**src/rtl/cmp_pkg.sv**
```systemverilog
// cmp_pkg: shared defaults for the CMP load/store path.
//   CMP_DATA_W / CMP_ADDR_W / CMP_REG_AW / CMP_PPP_W : default widths
//   cmp_tag_t : packed load tag {rd, ppp} carried from issue to writeback
package cmp_pkg;

    localparam int CMP_DATA_W = 64;
    localparam int CMP_ADDR_W = 32;
    localparam int CMP_REG_AW = 5;
    localparam int CMP_PPP_W  = 3;

    typedef struct packed {
        logic [CMP_REG_AW-1:0] rd;
        logic [CMP_PPP_W-1:0]  ppp;
    } cmp_tag_t;

endpackage

```
**src/rtl/cmp_lsu_tag_fifo.sv**
```systemverilog
// cmp_lsu_tag_fifo: synchronous FIFO holding tags of outstanding loads.
// Ports:
//   clk, reset (async, active-low)
//   push, push_data : write one entry (ignored when full)
//   pop,  pop_data  : pop_data shows the head; pop removes it (ignored when empty)
//   full, empty, count : occupancy, all derived from the registered count
module cmp_lsu_tag_fifo #(
    parameter int DEPTH = 4,
    parameter int W     = 8
) (
    input  logic                       clk,
    input  logic                       reset,
    input  logic                       push,
    input  logic [W-1:0]               push_data,
    input  logic                       pop,
    output logic [W-1:0]               pop_data,
    output logic                       full,
    output logic                       empty,
    output logic [$clog2(DEPTH):0]     count
);

    localparam int PTR_W = $clog2(DEPTH);
    localparam int CNT_W = PTR_W + 1;

    logic [W-1:0]     mem [DEPTH];
    logic [PTR_W-1:0] rd_ptr;
    logic [PTR_W-1:0] wr_ptr;
    logic             do_push;
    logic             do_pop;

    always_comb begin
        full     = (count == CNT_W'(DEPTH));
        empty    = (count == '0);
        do_push  = push && !full;
        do_pop   = pop && !empty;
        pop_data = mem[rd_ptr];
    end

    // DEPTH is a power of two, so pointers wrap by plain overflow.
    always_ff @(posedge clk or negedge reset) begin
        if (!reset) begin
            rd_ptr <= '0;
            wr_ptr <= '0;
            count  <= '0;
        end else begin
            if (do_push) wr_ptr <= wr_ptr + PTR_W'(1);
            if (do_pop)  rd_ptr <= rd_ptr + PTR_W'(1);
            count <= count + CNT_W'(do_push) - CNT_W'(do_pop);
        end
    end

    always_ff @(posedge clk) begin
        if (do_push) mem[wr_ptr] <= push_data;
    end

endmodule

```
**src/rtl/cmp_lsu.sv**
```systemverilog
// cmp_lsu: load/store unit between EXMEM and data memory.
// One-entry issue register feeds a valid/ready memory port; load tags
// wait in an in-order FIFO until mem_rvalid returns their data to WB.
// Optional macro CMP_LSU_PERF_EN adds perf_stall_cnt / perf_load_cnt.
// Ports:
//   clk, reset (async, active-low)
//   req_*   : memory operation from EXMEM; stall holds EXMEM
//   mem_*   : request (mem_en/mem_ready handshake) and in-order responses
//   wb_*    : one-cycle load result pulse with rd/ppp tag
//   err     : sticky, set by a response with no outstanding load
module cmp_lsu
    import cmp_pkg::*;
#(
    parameter int DATA_W = CMP_DATA_W,
    parameter int ADDR_W = CMP_ADDR_W,
    parameter int REG_AW = CMP_REG_AW,
    parameter int PPP_W  = CMP_PPP_W,
    parameter int DEPTH  = 4
) (
    input  logic              clk,
    input  logic              reset,
    input  logic              req_valid,
    input  logic              req_wr,
    input  logic [ADDR_W-1:0] req_addr,
    input  logic [DATA_W-1:0] req_wdata,
    input  logic [REG_AW-1:0] req_rd,
    input  logic [PPP_W-1:0]  req_ppp,
    output logic              stall,
    output logic              mem_en,
    output logic              mem_wr_en,
    output logic [ADDR_W-1:0] mem_addr,
    output logic [DATA_W-1:0] mem_wdata,
    input  logic              mem_ready,
    input  logic              mem_rvalid,
    input  logic [DATA_W-1:0] mem_rdata,
    output logic              wb_valid,
    output logic [REG_AW-1:0] wb_rd,
    output logic [PPP_W-1:0]  wb_ppp,
    output logic [DATA_W-1:0] wb_data,
`ifdef CMP_LSU_PERF_EN
    output logic [31:0]       perf_stall_cnt,
    output logic [31:0]       perf_load_cnt,
`endif
    output logic              err
);

    localparam int TAG_W = REG_AW + PPP_W;
    localparam int CNT_W = $clog2(DEPTH) + 1;

    logic              ireg_v;
    logic              ireg_wr;
    logic [ADDR_W-1:0] ireg_addr;
    logic [DATA_W-1:0] ireg_wdata;
    logic [REG_AW-1:0] ireg_rd;
    logic [PPP_W-1:0]  ireg_ppp;

    logic              fifo_full;
    logic              fifo_empty;
    logic [CNT_W-1:0]  fifo_count;
    logic [TAG_W-1:0]  head_tag;
    logic              handshake;
    logic              push;
    logic              pop;

    // Loads need a free tag slot before they may be offered; stores never wait.
    always_comb begin
        mem_en    = ireg_v && (ireg_wr || !fifo_full);
        handshake = mem_en && mem_ready;
        stall     = ireg_v && !handshake;
        push      = handshake && !ireg_wr;
        pop       = mem_rvalid && !fifo_empty;
    end

    assign mem_wr_en = ireg_wr;
    assign mem_addr  = ireg_addr;
    assign mem_wdata = ireg_wdata;

    // The issue register refills in the cycle it hands off, so a steady
    // stream keeps one request per cycle.
    always_ff @(posedge clk or negedge reset) begin
        if (!reset) begin
            ireg_v     <= 1'b0;
            ireg_wr    <= 1'b0;
            ireg_addr  <= '0;
            ireg_wdata <= '0;
            ireg_rd    <= '0;
            ireg_ppp   <= '0;
        end else if (!stall) begin
            ireg_v <= req_valid;
            if (req_valid) begin
                ireg_wr    <= req_wr;
                ireg_addr  <= req_addr;
                ireg_wdata <= req_wdata;
                ireg_rd    <= req_rd;
                ireg_ppp   <= req_ppp;
            end
        end
    end

    cmp_lsu_tag_fifo #(
        .DEPTH (DEPTH),
        .W     (TAG_W)
    ) u_tag_fifo (
        .clk       (clk),
        .reset     (reset),
        .push      (push),
        .push_data ({ireg_rd, ireg_ppp}),
        .pop       (pop),
        .pop_data  (head_tag),
        .full      (fifo_full),
        .empty     (fifo_empty),
        .count     (fifo_count)
    );

    always_ff @(posedge clk or negedge reset) begin
        if (!reset) begin
            wb_valid <= 1'b0;
            wb_rd    <= '0;
            wb_ppp   <= '0;
            wb_data  <= '0;
            err      <= 1'b0;
        end else begin
            wb_valid <= pop;
            if (pop) begin
                {wb_rd, wb_ppp} <= head_tag;
                wb_data         <= mem_rdata;
            end
            // A response with nothing outstanding is dropped and flagged.
            if (mem_rvalid && (fifo_count == '0)) err <= 1'b1;
        end
    end

`ifdef CMP_LSU_PERF_EN
    always_ff @(posedge clk or negedge reset) begin
        if (!reset) begin
            perf_stall_cnt <= '0;
            perf_load_cnt  <= '0;
        end else begin
            if (stall) perf_stall_cnt <= perf_stall_cnt + 32'd1;
            if (push)  perf_load_cnt  <= perf_load_cnt + 32'd1;
        end
    end
`endif

endmodule

```
**config.mk**
```make
export PLATFORM = sky130hd
export DESIGN_NAME = cmp_lsu
export DESIGN_NICKNAME = d
export VERILOG_FILES = /design/src/rtl/cmp_pkg.sv /design/src/rtl/cmp_lsu_tag_fifo.sv /design/src/rtl/cmp_lsu.sv
export SDC_FILE = /design/constraint.sdc
export NUM_CORES = 1
export LEC_CHECK = 0
export CAP_MARGIN = 30
export CORE_MARGIN = 5
export CORE_UTILIZATION = 30
export CTS_BUF_LIST = sky130_fd_sc_hd__clkbuf_8
export DETAILED_ROUTE_END_ITERATION = 16
export GPL_TIMING_DRIVEN = 0
export MAX_ROUTING_LAYER = met4
export PLACE_DENSITY = 0.6
export SETUP_SLACK_MARGIN = 0.02
export SLEW_MARGIN = 20
export SYNTH_ARGS = -nofsm -noshare
export SYNTH_HDL_FRONTEND = slang
export SYNTH_SLANG_ARGS = --single-unit
```
**constraint.sdc**
```tcl
create_clock -name clk -period 2.5 [get_ports clk]
set_input_delay 0.375 -clock clk [delete_from_list [all_inputs] [get_ports clk]]
set_output_delay 0.375 -clock clk [all_outputs]
set_load 0.1 [all_outputs]
```
==> impl_metrics.tcl, run 1 <==
set metrics [dict create \
    via_per_inst 4.26 \
    ys_warn_count 0 \
    syn_nets 798 \
    cts.sinks 219 \
    synth_area_leaders "dfrtp_1 55%, edfxtp_1 11%, mux2_4 11%" \
    overflow 0 \
    root_buffer "clkbuf_8" \
    cts_buffer_depth 3 \
    maxSlewViolCount 0 \
    mostFrequentLayoutCell "clkdlybuf4s50_1" \
    synth_seq_cells 219 \
    ant_nets 0 \
    ys_types 26 \
    p_int_mw 9.01 \
    crit_path_end_kind "output port" \
    ir_drop_mv 0.739 \
    maxCapViolations 0 \
    worst-path-stages 1 \
    crit_type "reg -> out" \
    utilization 0.481 \
    fp-row-count 61 \
    setup-violations-final 0 \
    slowest_delay_ps 1160 \
    layout-drive-gt1-share 0.184 \
    seqCellArea_um2 5640 \
    grt_pass1_wl_um 37000 \
    switching_power_mw 9.84 \
    p_sw_frac 0.522 \
    clk_pin_slew_ps 60 \
    dp_slack_ps -301 \
    maxClockFrequency_mhz 416 \
    slowest_stage "clkdlybuf4s50_1" \
    placed_cell_area_um2 12700 \
    antenna_found_initial 0 \
    status "finished, final reports clean" \
    drt_first_pass_iters 4 \
    rsz0062_at_grt "no" \
    post_drt_wl_per_cell_um 17.2 \
    path_cells "clkdlybuf4s50_1" \
    worst_pin_slew_ps 1030 \
    synth_top_area_cell "dfrtp_1" \
    path_delay_family "buffers and inverters" \
    clock_latency_ps 520 \
    reg2reg_depth 8 \
    avgSynthCellArea_um2 13.8 \
    drc_errors 0 \
    core_um2 27900 \
    die_y_um 179 \
    fp.dieArea_um2 31900 \
    pwr-share-seq 0.278 \
    diodes 0 \
    vias 6031 \
    synth_top_area_frac 0.548 \
    cts.htree.levels 2 \
    startpoint_type "flop" \
    power.density_nw_per_um2 1400 \
    synth_seq_area_share 0.661 \
    pin_count 347 \
    place_hpwl_um 18000 \
    cts_buffers 40 \
    arrival_ps 2030 \
    die_w_um 179 \
    syn_to_final_growth_pct 57.4 \
    wl_um 24400 \
    min_period_ps 2400 \
    final_cell_area_um2 13400 \
    final_nets 1193 \
    synth_cells 617 \
    drt_iter0_drc 235 \
    gp_congestion 0.757 \
    post-route-period-util 0.962 \
    setup_ws_ps 95.9 \
    synth_area_um2 8530 \
    skew_ps 14.7 \
    track_usage 0.153 \
    mostFrequentLayoutCells "311 x clkdlybuf4s50_1, 219 x nand2_1, 187 x dfrtp_1" \
    hold_class "in -> async" \
    final_hold_viol_count 0 \
    relSlewSlack 0.311 \
    grt_pass1_vias 6766 \
    tritoncts "built" \
    floorplan.initialDensity 0.305 \
    path_buf_inv 1 \
    required_ps 2120 \
    grt_max_degree 93 \
    pwr-share-comb 0.561 \
    critPathMaxFanout 2 \
    portBuffers 346 \
    cellLeakagePower_nw 6.17 \
    multiInputGateArea_um2 2700 \
    fillers 2531 \
    power_frac_clock 0.161 \
]
synth_stat cells:
cell       number
mux2_4         60
a21o_1          1
buf_4           1
o31ai_1         1
nor2_1          2
o2bb2ai_2       1
fa_1            1
inv_1           9
nand2_1       219
ha_1            6
o21ai_0         1
dfrtp_1       187
nor3_1          1
mux4_2          8
edfxtp_1       32
buf_2           5
and2_1          4
buf_6           6
or2_2           1
clkbuf_1       17
mux2_2         45
a2111oi_4       1
nor4b_4         1
o2bb2ai_1       1
o21a_1          1
xnor2_1         5
cells by family after synthesis:
kind of cell,Yosys count,share of synthesized area
AO/OA/AOI/OAI,7,0.00924
XOR/XNOR,5,0.00513
adder cells (fa/ha/maj),7,0.0111
buffers and inverters,38,0.0232
flip-flops,219,0.661
multiplexers,113,0.186
AND/OR/NAND/NOR,228,0.104
state kept, by name, indices dropped and copies added (netlist names), 3 cells and up:
signal,flops
mem_wdata,64
wb_data,64
mem_addr,32
u_tag_fifo.mem,32
ireg_rd,5
wb_rd,5
ireg_ppp,3
u_tag_fifo.count,3
wb_ppp,3
layer usage:
layer,part of all wire,vias to the layer above,track usage
li1,-,2831,-
met1,0.42,2870,0.183
met2,0.46,293,0.242
met3,0.10,37,0.0599
met4,0.020,0,0.0432
met5,0,-,-
path summary, 6_finish.rpt:
kind | from | to | slack, ps
min | reset | wb_data[44] | 280
max reg2reg | u_tag_fifo.count[1] | u_tag_fifo.count[2] | 220
max | wb_data[32] | wb_data[32] | 100
min reg2reg | wb_data[63] | wb_data[63] | 470
max in group asynchronous | reset | mem_wdata[12] | 1500
min in group clk | mem_rdata[26] | wb_data[26] | 390
power groups by stage:
stage                     logic, mW  clock network (mW)  registers [mW]
after global placement         10.5                   0            5.28
after detailed placement       10.7                   0            5.31
final                          10.6                3.03            5.25
after floorplan                1.78                   0            11.3
after CTS                      10.7                3.19            5.26
after global routing           10.9                3.36            5.39
timing repair:
| item | in CTS | in global routing |
|---|---|---|
| hold endpoints to repair | 145 | 0 |
| gates resized for setup | 17 | 26 |
| endpoints found under the setup margin | 11 | 26 |
| gates cloned | 0 | 0 |
| hold buffers | 1 | 0 |
| setup buffers | 0 | 0 |
area by class of cell:
| cell class | count | area share |
|---|---|---|
| sequential | 219 | 0.420 |
| timing repair buffer | 354 | 0.277 |
| multi-input combinational | 360 | 0.201 |
| clock buffer | 44 | 0.0451 |
| tap | 378 | 0.0352 |
| buffer | 28 | 0.0119 |
| clock inverter | 23 | 0.00727 |
| inverter | 9 | 0.00251 |
per-stage QoR:
stage	cells	hold WS (ps)	total power, mW	setup TNS [ps]
6_report	1415	279	18.8	0
5_1_grt	1415	243	19.7	0
4_1_cts	1415	235	19.1	0
3_5_place_dp	1348	202	16.0	-694
3_3_place_gp	1341	457	15.8	-1365240
2_1_floorplan	617	79.4	13.1	0
No activity file was read; power rests on OpenSTA's default activity.
==> run 2: changes to the inputs <==
--- a/config.mk
+++ b/config.mk
@@ -5,14 +5,15 @@
 export SDC_FILE = /design/constraint.sdc
 export NUM_CORES = 1
 export LEC_CHECK = 0
-export CAP_MARGIN = 30
+export CELL_PAD_IN_SITES_DETAIL_PLACEMENT = 1
+export CELL_PAD_IN_SITES_GLOBAL_PLACEMENT = 2
 export CORE_MARGIN = 5
-export CORE_UTILIZATION = 30
+export CORE_UTILIZATION = 28
 export CTS_BUF_LIST = sky130_fd_sc_hd__clkbuf_8
 export DETAILED_ROUTE_END_ITERATION = 16
 export GPL_TIMING_DRIVEN = 0
 export MAX_ROUTING_LAYER = met4
-export PLACE_DENSITY = 0.6
+export PLACE_DENSITY = 0.82
 export SETUP_SLACK_MARGIN = 0.02
 export SLEW_MARGIN = 20
 export SYNTH_ARGS = -nofsm -noshare
==> impl_metrics.tcl, run 2 (synthesis results as in run 1) <==
set metrics [dict create \
    status "finished, final reports clean" \
    clock_latency_ps 520 \
    cts_buffers 41 \
    mostFrequentLayoutCell "clkdlybuf4s50_1" \
    portBuffers 346 \
    drt_iter0_drc 165 \
    grt_pass1_wl_um 39300 \
    arrival_ps 2050 \
    critPathMaxFanout 2 \
    root_buffer "clkbuf_8" \
    post_drt_wl_per_cell_um 18.0 \
    core_um2 30300 \
    required_ps 2120 \
    crit_type "reg -> out" \
    slowest_stage "clkdlybuf4s50_1" \
    fp-row-count 64 \
    grt_pass1_vias 6972 \
    grt_max_degree 86 \
    ant_nets 0 \
    vias 6129 \
    track_usage 0.153 \
    die_w_um 185 \
    maxSlewViolCount 0 \
    startpoint_type "flop" \
    wl_um 25900 \
    min_period_ps 2420 \
    floorplan.initialDensity 0.281 \
    path_buf_inv 1 \
    syn_to_final_growth_pct 57.9 \
    mostFrequentLayoutCells "294 x clkdlybuf4s50_1, 219 x nand2_1, 186 x dfrtp_1" \
    cellLeakagePower_nw 6.31 \
    ir_drop_mv 0.681 \
    maxCapViolations 0 \
    final_nets 1190 \
    path_delay_family "buffers and inverters" \
    die_y_um 185 \
    cts.htree.levels 2 \
    tritoncts "built" \
    via_per_inst 4.27 \
    fillers 3209 \
    worst_pin_slew_ps 1040 \
    overflow 0 \
    post-route-period-util 0.970 \
    skew_ps 15.4 \
    power.density_nw_per_um2 1420 \
    relSlewSlack 0.307 \
    fp.dieArea_um2 34100 \
    layout-drive-gt1-share 0.189 \
    clk_pin_slew_ps 60 \
    antenna_found_initial 1 \
    dp.cells 1361 \
    fin_cells 1436 \
    final_hold_viol_count 0 \
    rsz0062_at_grt "no" \
    pin_count 347 \
    place_hpwl_um 19100 \
    hold_class "in -> async" \
    r2r_slack_ps 180 \
    gp_congestion 0.758 \
    path_cells "clkdlybuf4s50_1" \
    setup-violations-final 0 \
    slowest_delay_ps 1150 \
    drc_errors 0 \
    crit_path_end_kind "output port" \
    drt_first_pass_iters 4 \
    maxClockFrequency_mhz 412 \
    cts.sinks 219 \
    power.total_mw 19.1 \
    cts_buffer_depth 3 \
    postCtsSetupRepairBufs 0 \
]
[run 2: cell count changes in the layout (fill, tap and decap cells not counted), sizes merged, moves of 2 or more]
cell / delta
buf: -4
bufinv: +2
clkbuf: +2
clkdlybuf4s50: -17
clkinv: +2
dlygate4sd2: +3
dlymetal6s2s: +14
[run 2: per-layer routing]
metal,GRT usage,wire length (um),up-vias
li1,-,-,2827
met1,0.168,9700,2978
met2,0.244,12400,276
met3,0.0752,3120,48
met4,0.0473,667,0
met5,-,0,-
[run 2: where the power goes]
part,switching (mW),internal [mW]
Clock,1.50,1.90
Sequential,0.598,4.65
Combinational,7.81,2.61
Total,9.91,9.16
[run 2: through the flow]
stage / area (um^2) / utilization / hold slack (ps) / setup slack (ps) / setup TNS [ps]
4_1_cts: 13400 / 0.440 / 258 / 21.5 / 0
2_1_floorplan: 8540 / - / 79.4 / 66.0 / 0
6_report: 13500 / 0.444 / 295 / 75.0 / 0
3_5_place_dp: 12600 / 0.414 / 245 / -333 / -804
3_3_place_gp: 12500 / 0.412 / 439 / -7460 / -1391260
5_1_grt: 13500 / 0.444 / 281 / 20.0 / 0
[run 2: final cells by class]
| cell class | count | area, um^2 | area share |
|---|---|---|---|
| multi-input combinational | 360 | 2710 | 0.201 |
| inverter | 9 | 33.8 | 0.00251 |
| clock inverter | 27 | 173 | 0.0128 |
| timing repair buffer | 349 | 3610 | 0.268 |
| buffer | 29 | 168 | 0.0124 |
| sequential | 219 | 5640 | 0.419 |
| antenna | 1 | 2.50 | 0.000186 |
| tap | 396 | 495 | 0.0368 |
| clock buffer | 46 | 633 | 0.0470 |
[run 2: final timing paths]
| check | from | endpoint | cells past startpoint |
|---|---|---|---|
| min in group clk | mem_rdata[62] | wb_data[62] | 3 |
| max in group asynchronous | reset | wb_data[20] | 3 |
| hold reg to reg | err | err | 1 |
| hold / removal | reset | mem_addr[12] | 2 |
| setup / recovery | mem_wdata[29] | mem_wdata[29] | 1 |
| setup reg to reg | u_tag_fifo.count[1] | u_tag_fifo.count[2] | 9 |
[run 2: what timing repair did]
action,CTS,global route
gates cloned,0,0
resized for setup,23,40
hold buffers,1,0
endpoints found under the hold margin,22,0
pin swaps,0,0
setup endpoints to repair,14,39
==> run 3: changes to the inputs <==
--- a/config.mk
+++ b/config.mk
@@ -15,7 +15,7 @@
 export MAX_ROUTING_LAYER = met4
 export PLACE_DENSITY = 0.82
 export SETUP_SLACK_MARGIN = 0.02
-export SLEW_MARGIN = 20
+export SLEW_MARGIN = 5
 export SYNTH_ARGS = -nofsm -noshare
 export SYNTH_HDL_FRONTEND = slang
 export SYNTH_SLANG_ARGS = --single-unit
==> impl_metrics.tcl, run 3 (synthesis results as in run 1) <==
set metrics [dict create \
    status "finished, final reports clean" \
    post_drt_wl_per_cell_um 17.9 \
    path_buf_inv 1 \
    cts_buffer_depth 3 \
    min_period_ps 2420 \
    rsz0062_at_grt "no" \
    r2r_slack_ps 210 \
    dp.cells 1360 \
    vias 6102 \
    post-route-period-util 0.967 \
    crit_path_end_kind "output port" \
    drt_iter0_drc 181 \
    fp.dieArea_um2 34100 \
    postCtsSetupRepairBufs 0 \
    drt_first_pass_iters 4 \
    drc_errors 0 \
    antenna_found_initial 1 \
    layout-drive-gt1-share 0.181 \
    power.density_nw_per_um2 1410 \
    cellLeakagePower_nw 6.27 \
    cts.htree.levels 2 \
    clock_latency_ps 520 \
    grt_pass1_vias 6985 \
    hold_class "in -> reg" \
    grt_pass1_wl_um 39500 \
    floorplan.initialDensity 0.281 \
    startpoint_type "flop" \
    relSlewSlack 0.307 \
    slowest_delay_ps 1170 \
    fp-row-count 64 \
    crit_type "reg -> out" \
    portBuffers 346 \
    pin_count 347 \
    required_ps 2120 \
    slowest_stage "clkdlybuf4s50_1" \
    mostFrequentLayoutCell "clkdlybuf4s50_1" \
    maxSlewViolCount 0 \
    place_hpwl_um 18800 \
    skew_ps 14.0 \
    via_per_inst 4.27 \
    reg2reg_from "u_tag_fifo.count[1]" \
    final_nets 1187 \
    wl_um 25600 \
    worstSetupEndpoint "wb_data[30]" \
    track_usage 0.153 \
    overflow 0 \
    gp_congestion 0.758 \
    path_cells "clkdlybuf4s50_1" \
    cp-startpoint "wb_data[30]" \
    setup_ws_ps 82.6 \
    critPathMaxFanout 2 \
    r2r-end "u_tag_fifo.count[2]" \
    final_hold_viol_count 0 \
    min_path_cells 3 \
    die_y_um 185 \
    grt_max_degree 103 \
    maxCapViolations 0 \
    arrival_ps 2040 \
    ant_nets 0 \
    maxClockFrequency_mhz 414 \
    utilization 0.440 \
    ir_drop_mv 0.648 \
    tritoncts "built" \
    cts_buffers 40 \
    core_um2 30300 \
    worst_pin_slew_ps 1040 \
    setup-violations-final 0 \
    dp_slack_ps -336 \
    fin_cells 1430 \
    root_buffer "clkbuf_8" \
    clk_pin_slew_ps 60 \
    mostFrequentLayoutCells "295 x clkdlybuf4s50_1, 219 x nand2_1, 187 x dfrtp_1" \
    path_delay_family "buffers and inverters" \
    reg2reg_depth 8 \
    worst-path-stages 1 \
    syn_to_final_growth_pct 56.6 \
    cts.sinks 219 \
    die_w_um 185 \
]
==> run 3: worst min-delay path by stage <==
stage                        startpoint          end  slack, ps
after floorplan                   reset          err         80
after global placement              err          err        440
after detailed placement          reset  mem_addr[7]        430
after CTS                 mem_rdata[59]  wb_data[59]        340
after global routing      mem_rdata[22]  wb_data[22]        350
final                     mem_rdata[37]  wb_data[37]        380
==> run 3: worst min-delay path, stage by stage <==
cell and delay [ps]:
clkdlybuf4s50_1 390, nand2_1 50, nand2_1 40
==> run 3: stage by stage <==
stage	hold slack, ps	cell area [um^2]	power, mW	setup TNS, ps
after global routing	351	13400	19.7	0
after detailed placement	432	12500	15.9	-810
after global placement	439	12500	15.8	-1391260
after floorplan	79.4	8540	13.1	0
final	381	13400	18.8	0
after CTS	343	13300	19.1	0
==> run 3: layout make-up <==
cell class,count,area [um^2]
fill,3204,17000
sequential,219,5640
timing repair buffer,348,3590
multi-input combinational,360,2700
clock buffer,47,647
tap,396,495
buffer,28,160
clock inverter,22,91.3
inverter,9,33.8
antenna,1,2.50
==> run 3: power breakdown <==
group          total, mW  leakage [nW]  switching (mW)  internal [mW]
Combinational       10.4          3.32            7.80           2.61
Sequential          5.24          2.51           0.589           4.65
Clock               3.15         0.443            1.45           1.70
==> run 3: layer usage <==
layer  up-vias  routed length, um  global-route usage
li1       2813                  -                   -
met1      2977               9910               0.170
met2       265              12200               0.245
met3        47               2990              0.0734
met4         0                556              0.0444
met5         -                  0                   -
==> run 3: what timing repair did <==
action	in CTS	in global routing
pin swaps	0	0
gates cloned	0	0
gates resized for setup	19	40
hold buffers	1	0
endpoints found under the hold margin	85	0
setup endpoints to repair	12	40
